**src/rtl/game_controller.sv**
```systemverilog
// game_controller: round sequencer for the binary counting game.
// Draws a pseudo-random 8-bit target and converts it to BCD by repeated
// subtraction. It fires digit_selector to show the digits, then scores the
// player's binary answer. A game is ROUNDS rounds long.
// Ports:
//   clk, rst                  - clock, asynchronous active-high reset
//   start_btn, submit_btn     - debounced buttons (rising edges act)
//   answer[7:0]               - player's binary answer
//   sel_state[1:0]            - digit_selector state (0 hund, 1 tens, 2 ones, 3 blank)
//   sel_trigger               - one-cycle pulse starting digit_selector
//   digit_bcd[3:0]            - digit selected by sel_state, 4'hF when blank (combinational)
//   result_ok, result_fail    - verdict, held for RESULT_TIME cycles
//   score[3:0], round[3:0]    - correct answers / completed rounds this game
//   game_over                 - high once all rounds are played
module game_controller #(
  parameter int unsigned ROUNDS      = 5,
  parameter int unsigned INPUT_TIME  = 10000,
  parameter int unsigned RESULT_TIME = 1000
) (
  input  logic       clk,
  input  logic       rst,
  input  logic       start_btn,
  input  logic       submit_btn,
  input  logic [7:0] answer,
  input  logic [1:0] sel_state,
  output logic       sel_trigger,
  output logic [3:0] digit_bcd,
  output logic       result_ok,
  output logic       result_fail,
  output logic [3:0] score,
  output logic [3:0] round,
  output logic       game_over
);

  // One shared timer covers both the answer window and the verdict hold.
  localparam int unsigned TMAX = (INPUT_TIME > RESULT_TIME) ? INPUT_TIME : RESULT_TIME;
  localparam int unsigned TW   = (TMAX > 2) ? $clog2(TMAX) : 1;

  typedef enum logic [2:0] {
    S_IDLE,
    S_CONVERT,
    S_SHOW,
    S_INPUT,
    S_RESULT,
    S_GAMEOVER
  } state_e;

  state_e          state_q, state_d;
  logic [7:0]      lfsr_q, lfsr_d;
  logic            start_prev_q, start_prev_d;
  logic            submit_prev_q, submit_prev_d;
  logic [7:0]      target_q, target_d;
  logic [7:0]      rem_q, rem_d;
  logic [3:0]      hund_q, hund_d;
  logic [3:0]      tens_q, tens_d;
  logic [3:0]      ones_q, ones_d;
  logic            seen2_q, seen2_d;
  logic [TW-1:0]   timer_q, timer_d;
  logic            sel_trigger_q, sel_trigger_d;
  logic            result_ok_q, result_ok_d;
  logic            result_fail_q, result_fail_d;
  logic [3:0]      score_q, score_d;
  logic [3:0]      round_q, round_d;
  logic            game_over_q, game_over_d;

  logic            start_edge;
  logic            submit_edge;
  logic            new_round;

  assign start_edge  = start_btn & ~start_prev_q;
  assign submit_edge = submit_btn & ~submit_prev_q;

  // Next-state and datapath logic
  always_comb begin
    state_d       = state_q;
    lfsr_d        = {lfsr_q[6:0], lfsr_q[7] ^ lfsr_q[5] ^ lfsr_q[4] ^ lfsr_q[3]};
    start_prev_d  = start_btn;
    submit_prev_d = submit_btn;
    target_d      = target_q;
    rem_d         = rem_q;
    hund_d        = hund_q;
    tens_d        = tens_q;
    ones_d        = ones_q;
    seen2_d       = seen2_q;
    timer_d       = timer_q;
    sel_trigger_d = 1'b0;
    result_ok_d   = result_ok_q;
    result_fail_d = result_fail_q;
    score_d       = score_q;
    round_d       = round_q;
    game_over_d   = game_over_q;
    new_round     = 1'b0;

    unique case (state_q)
      S_IDLE, S_GAMEOVER: begin
        if (start_edge) begin
          score_d     = 4'd0;
          round_d     = 4'd0;
          game_over_d = 1'b0;
          new_round   = 1'b1;
        end
      end

      // One subtraction step per cycle; the remainder below 10 is the ones digit
      S_CONVERT: begin
        if (rem_q >= 8'd100) begin
          rem_d  = rem_q - 8'd100;
          hund_d = hund_q + 4'd1;
        end else if (rem_q >= 8'd10) begin
          rem_d  = rem_q - 8'd10;
          tens_d = tens_q + 4'd1;
        end else begin
          ones_d        = rem_q[3:0];
          state_d       = S_SHOW;
          sel_trigger_d = 1'b1;
          seen2_d       = 1'b0;
        end
      end

      // Wait until the selector has shown the ones digit and gone blank
      S_SHOW: begin
        if (sel_state == 2'd2) begin
          seen2_d = 1'b1;
        end
        if (seen2_q && (sel_state == 2'd3)) begin
          state_d = S_INPUT;
          timer_d = '0;
        end
      end

      // A submit in the timeout cycle takes priority over the timeout
      S_INPUT: begin
        if (submit_edge) begin
          if (answer == target_q) begin
            result_ok_d = 1'b1;
            score_d     = (score_q == 4'd15) ? score_q : score_q + 4'd1;
          end else begin
            result_fail_d = 1'b1;
          end
          round_d = round_q + 4'd1;
          timer_d = '0;
          state_d = S_RESULT;
        end else if (timer_q == TW'(INPUT_TIME - 1)) begin
          result_fail_d = 1'b1;
          round_d       = round_q + 4'd1;
          timer_d       = '0;
          state_d       = S_RESULT;
        end else begin
          timer_d = timer_q + TW'(1);
        end
      end

      S_RESULT: begin
        if (timer_q == TW'(RESULT_TIME - 1)) begin
          result_ok_d   = 1'b0;
          result_fail_d = 1'b0;
          timer_d       = '0;
          if (round_q == 4'(ROUNDS)) begin
            state_d     = S_GAMEOVER;
            game_over_d = 1'b1;
          end else begin
            new_round = 1'b1;
          end
        end else begin
          timer_d = timer_q + TW'(1);
        end
      end

      default: state_d = S_IDLE;
    endcase

    // Draw a fresh target and restart the BCD conversion
    if (new_round) begin
      target_d = lfsr_q;
      rem_d    = lfsr_q;
      hund_d   = 4'd0;
      tens_d   = 4'd0;
      ones_d   = 4'd0;
      state_d  = S_CONVERT;
    end
  end

  // State and output registers
  always_ff @(posedge clk or posedge rst) begin
    if (rst) begin
      state_q       <= S_IDLE;
      lfsr_q        <= 8'h01;
      start_prev_q  <= 1'b1;
      submit_prev_q <= 1'b1;
      target_q      <= 8'd0;
      rem_q         <= 8'd0;
      hund_q        <= 4'd0;
      tens_q        <= 4'd0;
      ones_q        <= 4'd0;
      seen2_q       <= 1'b0;
      timer_q       <= '0;
      sel_trigger_q <= 1'b0;
      result_ok_q   <= 1'b0;
      result_fail_q <= 1'b0;
      score_q       <= 4'd0;
      round_q       <= 4'd0;
      game_over_q   <= 1'b0;
    end else begin
      state_q       <= state_d;
      lfsr_q        <= lfsr_d;
      start_prev_q  <= start_prev_d;
      submit_prev_q <= submit_prev_d;
      target_q      <= target_d;
      rem_q         <= rem_d;
      hund_q        <= hund_d;
      tens_q        <= tens_d;
      ones_q        <= ones_d;
      seen2_q       <= seen2_d;
      timer_q       <= timer_d;
      sel_trigger_q <= sel_trigger_d;
      result_ok_q   <= result_ok_d;
      result_fail_q <= result_fail_d;
      score_q       <= score_d;
      round_q       <= round_d;
      game_over_q   <= game_over_d;
    end
  end

  // Digit mux for the 7-segment decoder
  always_comb begin
    digit_bcd = 4'hF;
    unique case (sel_state)
      2'd0:    digit_bcd = hund_q;
      2'd1:    digit_bcd = tens_q;
      2'd2:    digit_bcd = ones_q;
      default: digit_bcd = 4'hF;
    endcase
  end

  assign sel_trigger = sel_trigger_q;
  assign result_ok   = result_ok_q;
  assign result_fail = result_fail_q;
  assign score       = score_q;
  assign round       = round_q;
  assign game_over   = game_over_q;

endmodule
```
**config.mk**
```make
export PLATFORM = sky130hd
export DESIGN_NAME = game_controller
export DESIGN_NICKNAME = d
export VERILOG_FILES = /design/src/rtl/game_controller.sv
export SDC_FILE = /design/constraint.sdc
export NUM_CORES = 1
export LEC_CHECK = 0
export CELL_PAD_IN_SITES_DETAIL_PLACEMENT = 0
export CELL_PAD_IN_SITES_GLOBAL_PLACEMENT = 1
export CORE_MARGIN = 1.5
export CORE_UTILIZATION = 53
export DETAILED_ROUTE_END_ITERATION = 16
export DONT_BUFFER_PORTS = 1
export PLACE_DENSITY = 0.85
export SLEW_MARGIN = 5
export SYNTH_ARGS = -nofsm -noshare
export SYNTH_HDL_FRONTEND = slang
export SYNTH_SLANG_ARGS = --single-unit
```
**constraint.sdc**
```tcl
create_clock -name clk -period 4 [get_ports clk]
set_clock_uncertainty 0.15 [all_clocks]
set_input_delay 0.4 -clock clk [delete_from_list [all_inputs] [get_ports clk]]
set_output_delay 0.4 -clock clk [all_outputs]
set_load 0.02 [all_outputs]
```
; ---- Word-level counts from Yosys, hierarchy flattened
; Cells that the tools add are included.
[word_totals]
output_inout_bits = 16
register_bits = 68
in_bits = 14
elab_cells = 153
[op_classes]
eq_ne = 34
n_reduce_logical = 25
n_addsub = 7
n_mux = 61
n_lt_le_gt_ge = 2
n_bitwise = 7
[op_table]
columns = operator, count
row1 = $mux 4, 17
row2 = $mux 14, 4
row3 = $pmux 14 s3, 1
row4 = $mux 8, 4
row5 = $ne 2x2->1 const B, 13
row6 = $mux 3, 8
row7 = $ne 3x3->1 const B, 7
row8 = $mux 1, 18
row9 = $add 4x1->4 const B, 4
row10 = $pmux 4 s2, 2
row11 = $reduce_and 4->1, 4
row12 = $pmux 3 s5, 1
row13 = $add 14x1->14 const B, 1
row14 = $eq 14x10->1 const B, 1
row15 = $eq 14x14->1 const B, 1
row16 = $reduce_bool 2->1, 7
row17 = $pmux 4 s3, 1
row18 = $pmux 1 s2, 5
row19 = $reduce_and 3->1, 3
row20 = $eq 8x8->1, 1
row21 = $ge 8x4->1 const B, 1
row22 = $ge 8x7->1 const B, 1
row23 = $sub 8x4->8 const B, 1
row24 = $sub 8x7->8 const B, 1
row25 = other kinds (19), 29

; ---- Logic depth before layout (Yosys ltp)
[depth]
ltp_word = 6
depth_mapped = 9
mapped_depth_nobuf = 7

; ---- Worst setup path before layout
; OpenSTA, ideal clock, no wires.
[synth_timing]
kind = register to register
from = reg rem_q[1]
to = reg rem_q[3]
path_buffers = 1
arrival_ns = 1.992
period_less_slack_ns = 2.237
setup_time_ns = 0.095
required_time_ns = 3.755
path_stages_with_launch = 9
path_slack_ns = 1.763
cell_sequence = dfrtp_1 -> inv_1 -> ha_1 -> or3b_2 -> a31oi_1 -> buf_2 -> mux2i_1 -> nor2_1 -> o31ai_1
[synth_between]
elab_chain_cells = 5
elab_cells_between_ends = 10
classes_between = add/sub (2) / order compare (2) / mux (4) / reduce/logical (2)
[synth_lines]
columns = item, line
row1 = start: declaration, 53  ; logic [7:0] rem_q, rem_d;
row2 = start signal: assignment, 209  ; rem_q <= rem_d;
row3 = $sub 8x4->8, 110  ; rem_d = rem_q - 8'd10;
row4 = $mux 8, 109  ; end else if (rem_q >= 8'd10) begin
row5 = $mux 8, 106  ; if (rem_q >= 8'd100) begin
row6 = $mux 8, 94  ; unique case (state_q)
row7 = $mux 8, 173  ; if (new_round) begin
; Several ways; a longest one is shown, not always the timed one. The select of a mux whose other input is x is not followed.
; A chain may end at the register's enable or synchronous reset.

; ---- Worst setup path in the final report
[layout_timing]
from = reg timer_q[4]
to = reg rem_q[5]
[layout_between]
elab_chain_cells = 5
elab_cells_between_ends = 7
classes_between = eq/ne (1) / mux (3) / reduce/logical (3)
[layout_lines]
columns = item, line
row1 = start: declaration, 58  ; logic [TW-1:0] timer_q, timer_d;
row2 = start signal: assignment, 214  ; timer_q <= timer_d;
row3 = $eq 14x10->1 (*), 154  ; if (timer_q == TW'(RESULT_TIME - 1)) begin
row4 = $mux 1 (*), 154
row5 = $pmux 1 s2 (*), 94
row6 = $reduce_bool 3->1 (no line) / $reduce_bool 2->1 (equally long branches), --
row7 = $reduce_and 2->1 (no line), --
; Every way passes the cells marked *; elsewhere a longest branch is shown, timed or not.

==> impl_metrics.json <==
{
  "synth-edff-count": 0,
  "rows": 30,
  "fin_crit_ns": 2.54,
  "worst_ep_arrival_time_ns": 2.64,
  "fin_area_mm2": 0.00406,
  "finish.net_count": 411,
  "synth_flop_cell": "dfrtp_1",
  "synth_cell_types": 58,
  "slew_viol_final": 0,
  "hold_depth": 2,
  "setup_viol": 0,
  "setup_tns_ns": 0,
  "status": "complete, no violations",
  "reg2reg_depth": 5,
  "synth_area_leaders": "dfrtp_1 44%, nand2_1 5.1%, xnor2_1 3.8%, ha_1 3.7%, nor2_1 3.2%",
  "vias_per_cell": 5.82,
  "crit_fanout": 28,
  "hpwlAfterDp_um": 5560,
  "dieArea_mm2": 0.00756,
  "max_freq_mhz": 393,
  "gr-total-overflow": 0,
  "die_w_um": 87.0,
  "hold_viol_final": 0,
  "netlist_instances": 387,
  "gp_congestion": 0.884,
  "syn-num-nets": 412,
  "path_class": "register to register",
  "diodes": 0,
  "fin_crit_sh_pct": 63.6,
  "peakVddDrop_mv": 0.353,
  "final_common_cell": "dfrtp_1",
  "holdCritPathClass": "primary input to register",
  "synth_top_cell_area_share_pct": 43.5,
  "postCtsSetupBuffers": 0,
  "crit_required_ns": 4.10,
  "end_kind": "register",
  "min_to": "seen2_q",
  "rsz0062_at_grt": "no",
  "power_density_mw_per_mm2": 638,
  "yosysTopAreaCell": "dfrtp_1",
  "grt_usage_pct": 23.5,
  "cts_max_path_buffers": 2,
  "grt_pass1_vias": 2721,
  "syn_to_final_growth_pct": 8.61,
  "leakage_uw": 0.00184,
  "clkSinkCount": 68,
  "crit_path_start_kind": "register",
  "die_height_um": 87.0,
  "clkLatencyLatePin_ns": 0.35,
  "start_util_pct": 55.0,
  "antenna_found_initial": 0,
  "path_clk_slew_ns": 0.08,
  "ys_seq_elements": 68,
  "vias": 2834,
  "dr.pass1.iters": 4,
  "syn_area_mm2": 0.00374,
  "maxCapViolCount": 0,
  "min_from": "sel_state[1]",
  "htreeDepth": 3,
  "drt_wl_total_um": 8030,
  "crit-reg2reg-capture": "rem_q[5]",
  "drtIter0Drc": 198,
  "drcViolationCount": 0,
  "cts_tree": "yes",
  "root_buffer": "clkbuf_8",
  "wire_per_inst_um": 16.5,
  "cts_buffers": 9,
  "placed_area_mm2": 0.00379,
  "r2r_start": "timer_q[4]",
  "layout_common_cells": "65 x dfrtp_1, 51 x nand2_1, 32 x nor2_1, 19 x nand3_1, 18 x a21oi_1",
  "yosysWarnings": 0,
  "grt_max_degree": 39,
  "ios": 30,
  "seq_area_frac_synth_pct": 45.6,
  "worst_pin_slew_ns": 0.770,
  "synthArstFlopShare_pct": 100,
  "synth_area_per_cell_um2": 9.65,
  "max_slew_margin_pct": 48.6,
  "drive_above_1_share_pct": 10.5,
  "core_area_mm2": 0.00679,
  "ff2ff_setup_slack_ns": 1.46,
  "port_buffers": 0,
  "ant_nets": 0,
  "grt_pass1_wl_um": 13500
}
==> cell usage after synthesis, types with 2 or more instances <==
master / number
a211oi_1: 2
nand2_1: 51
or3_1: 4
clkbuf_1: 8
nand2b_1: 9
o22a_1: 4
nor3_1: 3
a31o_2: 2
nand4_1: 5
mux2_2: 5
xnor2_1: 16
dfrtp_1: 65
dfstp_2: 3
a22o_1: 2
a221o_1: 2
or3b_2: 2
nor3b_1: 5
a31oi_1: 10
a211o_1: 2
nor2_1: 32
nand3b_1: 4
nand3_1: 19
o21ai_1: 3
a21oi_1: 18
xor2_1: 5
o31ai_1: 5
nand4b_1: 2
and3_1: 10
a21o_1: 4
nor4_1: 3
o21ai_0: 17
mux2i_1: 9
buf_2: 7
nor2b_1: 5
a41oi_1: 2
or2_2: 2
ha_1: 11
inv_1: 9
==> power by group <==
| part | internal (µW) | total (µW) | switching (µW) | leakage (µW) |
|---|---|---|---|---|
| sequential | 812 | 1010 | 203 | 0.000906 |
| clock | 415 | 692 | 277 | 0.000120 |
| combinational | 353 | 882 | 529 | 0.000809 |
| total | 1580 | 2590 | 1010 | 0.00184 |
==> per-layer routing <==
metal	share of wire [%]	up-vias	GRT usage [%]
li1	-	1392	-
met1	47	1370	31.7
met2	48	60	36.0
met3	3.8	12	5.31
met4	1.8	0	11.3
met5	0	-	0
==> logic make-up after synthesis <==
| family | share of synthesized area [%] |
|---|---|
| buffers and inverters | 3.15 |
| XOR/XNOR | 4.92 |
| flip-flops | 45.6 |
| AND/OR/NAND/NOR | 22.3 |
| AO/OA/AOI/OAI | 16.3 |
| adder cells (fa/ha/maj) | 3.68 |
| multiplexers | 3.92 |
==> area by class of cell <==
type                    count  area [µm²]
well taps                  96         120
clock inverters             6         113
clock buffers              10         128
inverters                   9        33.8
fillers                   588        2740
multi-input cells         293        1910
flip-flops and latches     68        1710
repair buffers              5        45.0
==> timing repair <==
item,in CTS,in global routing
gates resized for setup,0,0
hold buffers,3,0
hold endpoints to repair,38,0
==> per-stage QoR <==
step                      power (µW)  hold WS (ns)  util (%)  worst slack [ns]  cells
after global routing            2770         0.222      59.7              1.27    487
after detailed placement        1900         0.223      55.7              1.49    468
after global placement          1880         0.215      55.7              1.51    468
after floorplan                 1710         0.204         -              1.74    387
final                           2590         0.218      59.7              1.46    487
after CTS                       2590         0.198      59.7              1.46    487
==> worst max path at each step <==
stage,end,depth (start not counted),slack [ns],start
2_1_floorplan,game_over,1,1.74,rst
3_3_place_gp,rem_q[2],7,1.51,rem_q[2]
3_5_place_dp,rem_q[7],4,1.49,timer_q[4]
4_1_cts,rem_q[5],5,1.46,timer_q[4]
5_1_grt,rem_q[5],5,1.27,timer_q[4]
6_report,rem_q[5],5,1.46,timer_q[4]
==> flip-flops by register name, summed over array words and instances (netlist names), 4 cells and up <==
register / count
target_q: 8
ones_q: 4
tens_q: 4
score: 4
hund_q: 4
lfsr_q: 8
round: 4
rem_q: 8
timer_q: 14
==> critical path, cell delays in order (launching register included) <==
cell	delay [ns]
dfrtp_1	0.45
or3_4	0.42
nor4_4	0.53
a31o_2	0.62
nand2_1	0.15
o31ai_1	0.10
No activity file was read; power rests on OpenSTA's default activity.
==> variant 1: new RTL, config.mk and constraints unchanged <==
Add an input register stage for `start_btn`, `submit_btn`, `answer` and `sel_state`, cleared by the reset; this delays them by one clock. Comments in the files are not updated.
--- a/src/rtl/game_controller.sv
+++ b/src/rtl/game_controller.sv
@@ -47,2 +47,21 @@
 
+  logic start_btn_q;
+  logic submit_btn_q;
+  logic [7:0] answer_q;
+  logic [1:0] sel_state_q;
+
+  always_ff @(posedge clk or posedge rst) begin
+    if (rst) begin
+      start_btn_q  <= '0;
+      submit_btn_q <= '0;
+      answer_q     <= '0;
+      sel_state_q  <= '0;
+    end else begin
+      start_btn_q  <= start_btn;
+      submit_btn_q <= submit_btn;
+      answer_q     <= answer;
+      sel_state_q  <= sel_state;
+    end
+  end
+
   state_e          state_q, state_d;
@@ -69,4 +88,4 @@
 
-  assign start_edge  = start_btn & ~start_prev_q;
-  assign submit_edge = submit_btn & ~submit_prev_q;
+  assign start_edge  = start_btn_q & ~start_prev_q;
+  assign submit_edge = submit_btn_q & ~submit_prev_q;
 
@@ -76,4 +95,4 @@
     lfsr_d        = {lfsr_q[6:0], lfsr_q[7] ^ lfsr_q[5] ^ lfsr_q[4] ^ lfsr_q[3]};
-    start_prev_d  = start_btn;
-    submit_prev_d = submit_btn;
+    start_prev_d  = start_btn_q;
+    submit_prev_d = submit_btn_q;
     target_d      = target_q;
@@ -121,6 +140,6 @@
       S_SHOW: begin
-        if (sel_state == 2'd2) begin
+        if (sel_state_q == 2'd2) begin
           seen2_d = 1'b1;
         end
-        if (seen2_q && (sel_state == 2'd3)) begin
+        if (seen2_q && (sel_state_q == 2'd3)) begin
           state_d = S_INPUT;
@@ -133,3 +152,3 @@
         if (submit_edge) begin
-          if (answer == target_q) begin
+          if (answer_q == target_q) begin
             result_ok_d = 1'b1;
@@ -226,3 +245,3 @@
     digit_bcd = 4'hF;
-    unique case (sel_state)
+    unique case (sel_state_q)
       2'd0:    digit_bcd = hund_q;
Function: changed (a bounded check fails within 4 cycles, from zero or initial values and one cycle with rst high).
==> variant 1 against the unedited design <==
  * Sequential share of layout area is 4.4 points higher
  * Routed wire length is 0.46% lower
  * Via count is 1.2% higher
  * Area after synthesis is 4.3% higher
  * Sequential cell count is 12 higher
  * Utilization is 0.43 points higher
  * Worst setup slack worse by 0.46 ns
  * First-iteration DRC count is 42% lower
  * Total power is 21% lower
  * Final area is 6.4% higher
  * Critical path depth is 1 higher
  * Critical path type unchanged
  * Critical endpoint is now target_q[5]
  * Largest cell class is now registers
==> variant 1: results (changes against the unedited design) <==
placed_design:
  dp_hpwl_microns: 5560  # about the same
  portBuffers: 0  # unchanged
  placed_cell_area_sq_um: 3980  # was 3790 sq um
  preCtsSetupSlack_ns: 0.960  # was 1.49 ns
  gp_congestion: 0.871  # was 0.884
timing:
  maxSlewViolCount: 0  # unchanged
  tightestPinTransition_ns: 1.04  # was 0.770 ns
  hold_violations: 0  # unchanged
yosys:
  ys_top_cells_by_area: "dfrtp_1, o21ai_0, ha_1"  # was dfrtp_1, nand2_1, xnor2_1
  synth_nets: 416  # was 412
  yosysUniqueCellTypes: 56  # was 58
  yosys_warnings: 0  # unchanged
  synthArstFlopShare_pct: 100  # unchanged
  ys_seq_area_share_pct: 51.5  # was 45.6%
  synth_commonest_cells: "dfrtp_1, o21ai_0, nand2_1, nor2_1, inv_1"  # was dfrtp_1, nand2_1, nor2_1, nand3_1, a21oi_1
setup_path:
  cp_slowest_cell: "o31ai_4"  # was a31o_2
  critPathMaxFanout: 25  # was 28
  crit_family: "simple AND/OR/NAND/NOR gates"  # unchanged
  worstPathArrival_ns: 3.14  # was 2.64 ns
  critPathMaxStageDelay_ns: 0.81  # was 0.62 ns
clocking:
  clockRootBuffer: "clkbuf_8"  # unchanged
  cts_buffers: 9  # unchanged
  htreeDepth: 3  # unchanged
  post-cts-setup-buffers: 0  # unchanged
  cts_hold_buf: 13  # was 3
  cts_resized: 0  # unchanged
  clkSlewWorstSetupHoldPaths_ns: 0.09
  insertion_delay_ns: 0.36
  ctsLongestPathBuffers: 2  # unchanged
status:
  outcome: "complete, no violations"  # unchanged
layout:
  drive_above_1_share_pct: 9.20  # was 10.5%
  largest_reg_flops: 14  # unchanged
  nets: 433  # was 411
  fill_cells: 628  # was 588
  largest_register: "timer_q"  # unchanged
  antenna_cells: 0  # unchanged
routing:
  totalWireLength_microns: 7990  # was 8030 microns
  drtIter0Drc: 115  # was 198
  drt_pass1_iterations: 4  # unchanged
  vias: 2867  # was 2834
power:
  p_int_uw: 1340  # was 1580 uW
  p_clk_share_pct: 30.4  # was 26.7%
  leakage_uw: 0.00192  # was 0.00184 uW
  ir_worst_vdd_mv: 0.254  # was 0.353 mV
  comb_cell_power_uw: 441  # was 882 uW
  sw_frac_of_total_pct: 34.3  # was 39.0%
global_route:
  grt_max_degree: 48  # was 39
  grt_pass1_vias: 2729  # was 2721
  grt_pass1_wl_microns: 13300  # was 13500 microns
  antenna_found_initial: 0  # unchanged
  grt_usage_pct: 22.5  # was 23.5%
hold_path:
  hold_path.class: "reg -> reg"  # was in -> reg
==> variant 1: final cells by class <==
class	instances	area (sq um)	share of cell area (%)
flip-flops and latches	80	2010	46.5
multi-input cells	277	1740	40.2
repair buffers	16	153	3.54
clock buffers	11	141	3.28
well taps	99	124	2.87
inverters	24	91.3	2.12
clock inverters	5	65.1	1.51
==> variant 1: worst paths after layout <==
path | start | endpoint | slack [ns] | cells past startpoint
hold reg to reg | lfsr_q[6] | lfsr_q[7] | 0.23 | 0
setup reg to reg | timer_q[5] | target_q[5] | 1.00 | 6
setup / recovery | timer_q[5] | target_q[5] | 1.00 | 6
max in group asynchronous | rst | start_prev_q | 2.28 | 3
min in group asynchronous | rst | submit_btn_q | 0.46 | 2
hold / removal | lfsr_q[6] | lfsr_q[7] | 0.23 | 0
==> variant 1: per-stage QoR <==
step / hold WS (ns) / power, uW / cells / utilization, %
after floorplan: 0.197 / 1330 / 391 / -
after global placement: 0.201 / 1410 / 483 / 55.5
after detailed placement: 0.212 / 1420 / 483 / 55.5
after CTS: 0.233 / 2050 / 512 / 60.2
after global routing: 0.252 / 2150 / 512 / 60.2
final: 0.233 / 2030 / 512 / 60.2
==> variant 1: metal layers <==
layer  share of wire (%)  vias to the layer above  track usage (%)
met1                  47                     1405             30.0
met4                 1.4                        0             5.97
met5                   0                        -                0
met3                 4.3                       10             7.28
li1                    -                     1406                -
met2                  47                       46             35.7
==> variant 1: cell families (layout without fill, tap and decap cells) <==
kind of cell               after synthesis  after routing  synth area share [%]
adders and majority gates               12             12                  3.79
AOI/OAI and AO/OA                       98             98                  15.8
muxes                                    8              8                  2.18
buffers and inverters                   34             56                  3.98
xor gates and xnor gates                22             22                  4.94
and+or+nand+nor                        137            137                  17.8
DFF                                     80             80                  51.5
==> variant 2: new RTL, same flow settings <==
Made on the original files. `RESULT_TIME`: 1000 -> 4000.
--- a/src/rtl/game_controller.sv
+++ b/src/rtl/game_controller.sv
@@ -17,3 +17,3 @@
   parameter int unsigned INPUT_TIME  = 10000,
-  parameter int unsigned RESULT_TIME = 1000
+  parameter int unsigned RESULT_TIME = 4000
 ) (
Check against the original RTL: no difference found for any inputs over 10 cycles, from zero or initial values and one cycle with rst high; that may be too few to reach the edited logic, so the function may still have changed.
==> variant 2 against the unedited design <==
  * Via count increased by 5.6%
  * Utilization increased by 0.80 points
  * Global-route usage increased by 0.099 points
  * Worst setup slack got worse by 0.030 ns
  * Combinational power decreased by 8.6%
  * Total power decreased by 3.5%
  * Final area increased by 3.0%
  * Sequential power about the same
  * Count of clock-buffer cells in the layout unchanged
  * Routed wire length increased by 2.2%
  * Area after synthesis increased by 3.4%
  * Sequential cell count unchanged
  * Largest power group unchanged
  * Highest routed layer unchanged
==> variant 2: results (changes against the unedited design) <==
placed_design:
  gp_congestion: 0.804  # was 0.884
  dp_hpwl_microns: 5780  # was 5560 microns
  place_inst: 496  # was 468
  placed_cell_area_sq_um: 3910  # was 3790 sq um
global_route:
  grt_max_degree: 43  # was 39
  grt_pass1_vias: 2764  # was 2721
  grt_pass1_wl_microns: 14000  # was 13500 microns
  use_met1_pct: 33.3  # was 31.7%
  use_met3_pct: 6.62  # was 5.31%
setup_path:
  critPathMaxStageDelay_ns: 0.69  # was 0.62 ns
  crit_family: "compound AO/OA/AOI/OAI gates"  # was simple AND/OR/NAND/NOR gates
  reg2reg_depth: 4  # was 5
  r2r_slack_ns: 1.43  # was 1.46 ns
layout:
  instances_no_fill: 515  # was 487
  drive_above_1_share_pct: 10.7  # was 10.5%
  nets: 439  # was 411
timing:
  slew_headroom_pct: 26.9  # was 48.6%
routing:
  drt_pass1_iterations: 5  # was 4
  wl_per_cell_microns: 15.9  # was 16.5 microns
  vias: 2992  # was 2834
  drtIter0Drc: 175  # was 198
yosys:
  ys_seq_area_share_pct: 44.1  # was 45.6%
  yosysUniqueCellTypes: 63  # was 58
  synth.avg_cell_area_sq_um: 9.31  # was 9.65 sq um
power:
  leakage_uw: 0.00185  # was 0.00184 uW
status:
  outcome: "complete, no violations"  # unchanged
hold_path:
  hold_path.class: "reg -> reg"  # was in -> reg
variant 2: cell types whose count changed after synthesis, moves of 4 or more:
cell and delta:
nand2_1 +7, o21ai_0 +11, a31oi_1 -6, nor3_1 +12, o211ai_1 +7, a22oi_1 +4
a211oi_1 +4, and3_1 -5, a21oi_1 -4, mux2i_1 -4, nand3_1 -8, inv_1 +6
variant 2: area by class of cell:
class                      instances  area (sq um)
fill                             640          2730
inverter                          15          56.3
timing repair buffer               6          52.6
tap                               96           120
multi-input combinational        314          2010
clock inverter                     6           113
clock buffer                      10           128
sequential                        68          1710
variant 2: worst min path at each step:
stage | from | to | depth (start not counted)
4_1_cts | sel_state[1] | seen2_q | 2
5_1_grt | sel_state[1] | seen2_q | 2
6_report | lfsr_q[6] | lfsr_q[7] | 0
2_1_floorplan | lfsr_q[1] | lfsr_q[2] | 0
3_3_place_gp | lfsr_q[6] | lfsr_q[7] | 0
3_5_place_dp | lfsr_q[2] | lfsr_q[3] | 0
variant 2: per-layer routing:
metal / routed length, microns / vias to the layer above
met1: 3980 / 1450
met4: 136 / 0
met3: 309 / 11
li1: - / 1480
met2: 3770 / 51
met5: 0 / -
variant 2: cells by family after synthesis:
family                     share of synthesized area, %
DFF                                                44.1
and+or+nand+nor                                    22.4
muxes                                              2.46
adders and majority gates                          3.82
xor gates and xnor gates                           5.89
buffers and inverters                              3.95
AOI/OAI and AO/OA                                  17.4
variant 2: through the flow:
stage               total power, uW  setup slack (ns)  hold WS (ns)
global placement               1800              1.45         0.212
floorplan                      1640              1.72         0.204
detailed placement             1820              1.36         0.219
CTS                            2520              1.38         0.202
finish                         2500              1.43         0.228
global route                   2690              1.02         0.231
variant 2: where the power goes:
| part | internal (uW) | switching, uW | leakage (uW) |
|---|---|---|---|
| sequential | 805 | 203 | 0.000911 |
| clock | 415 | 267 | 0.000120 |
| combinational | 329 | 477 | 0.000820 |
variant 2: timing repair:
item | CTS | global route
resized for setup | 0 | 0
endpoints found under the hold margin | 42 | 0
hold buffers | 3 | 0
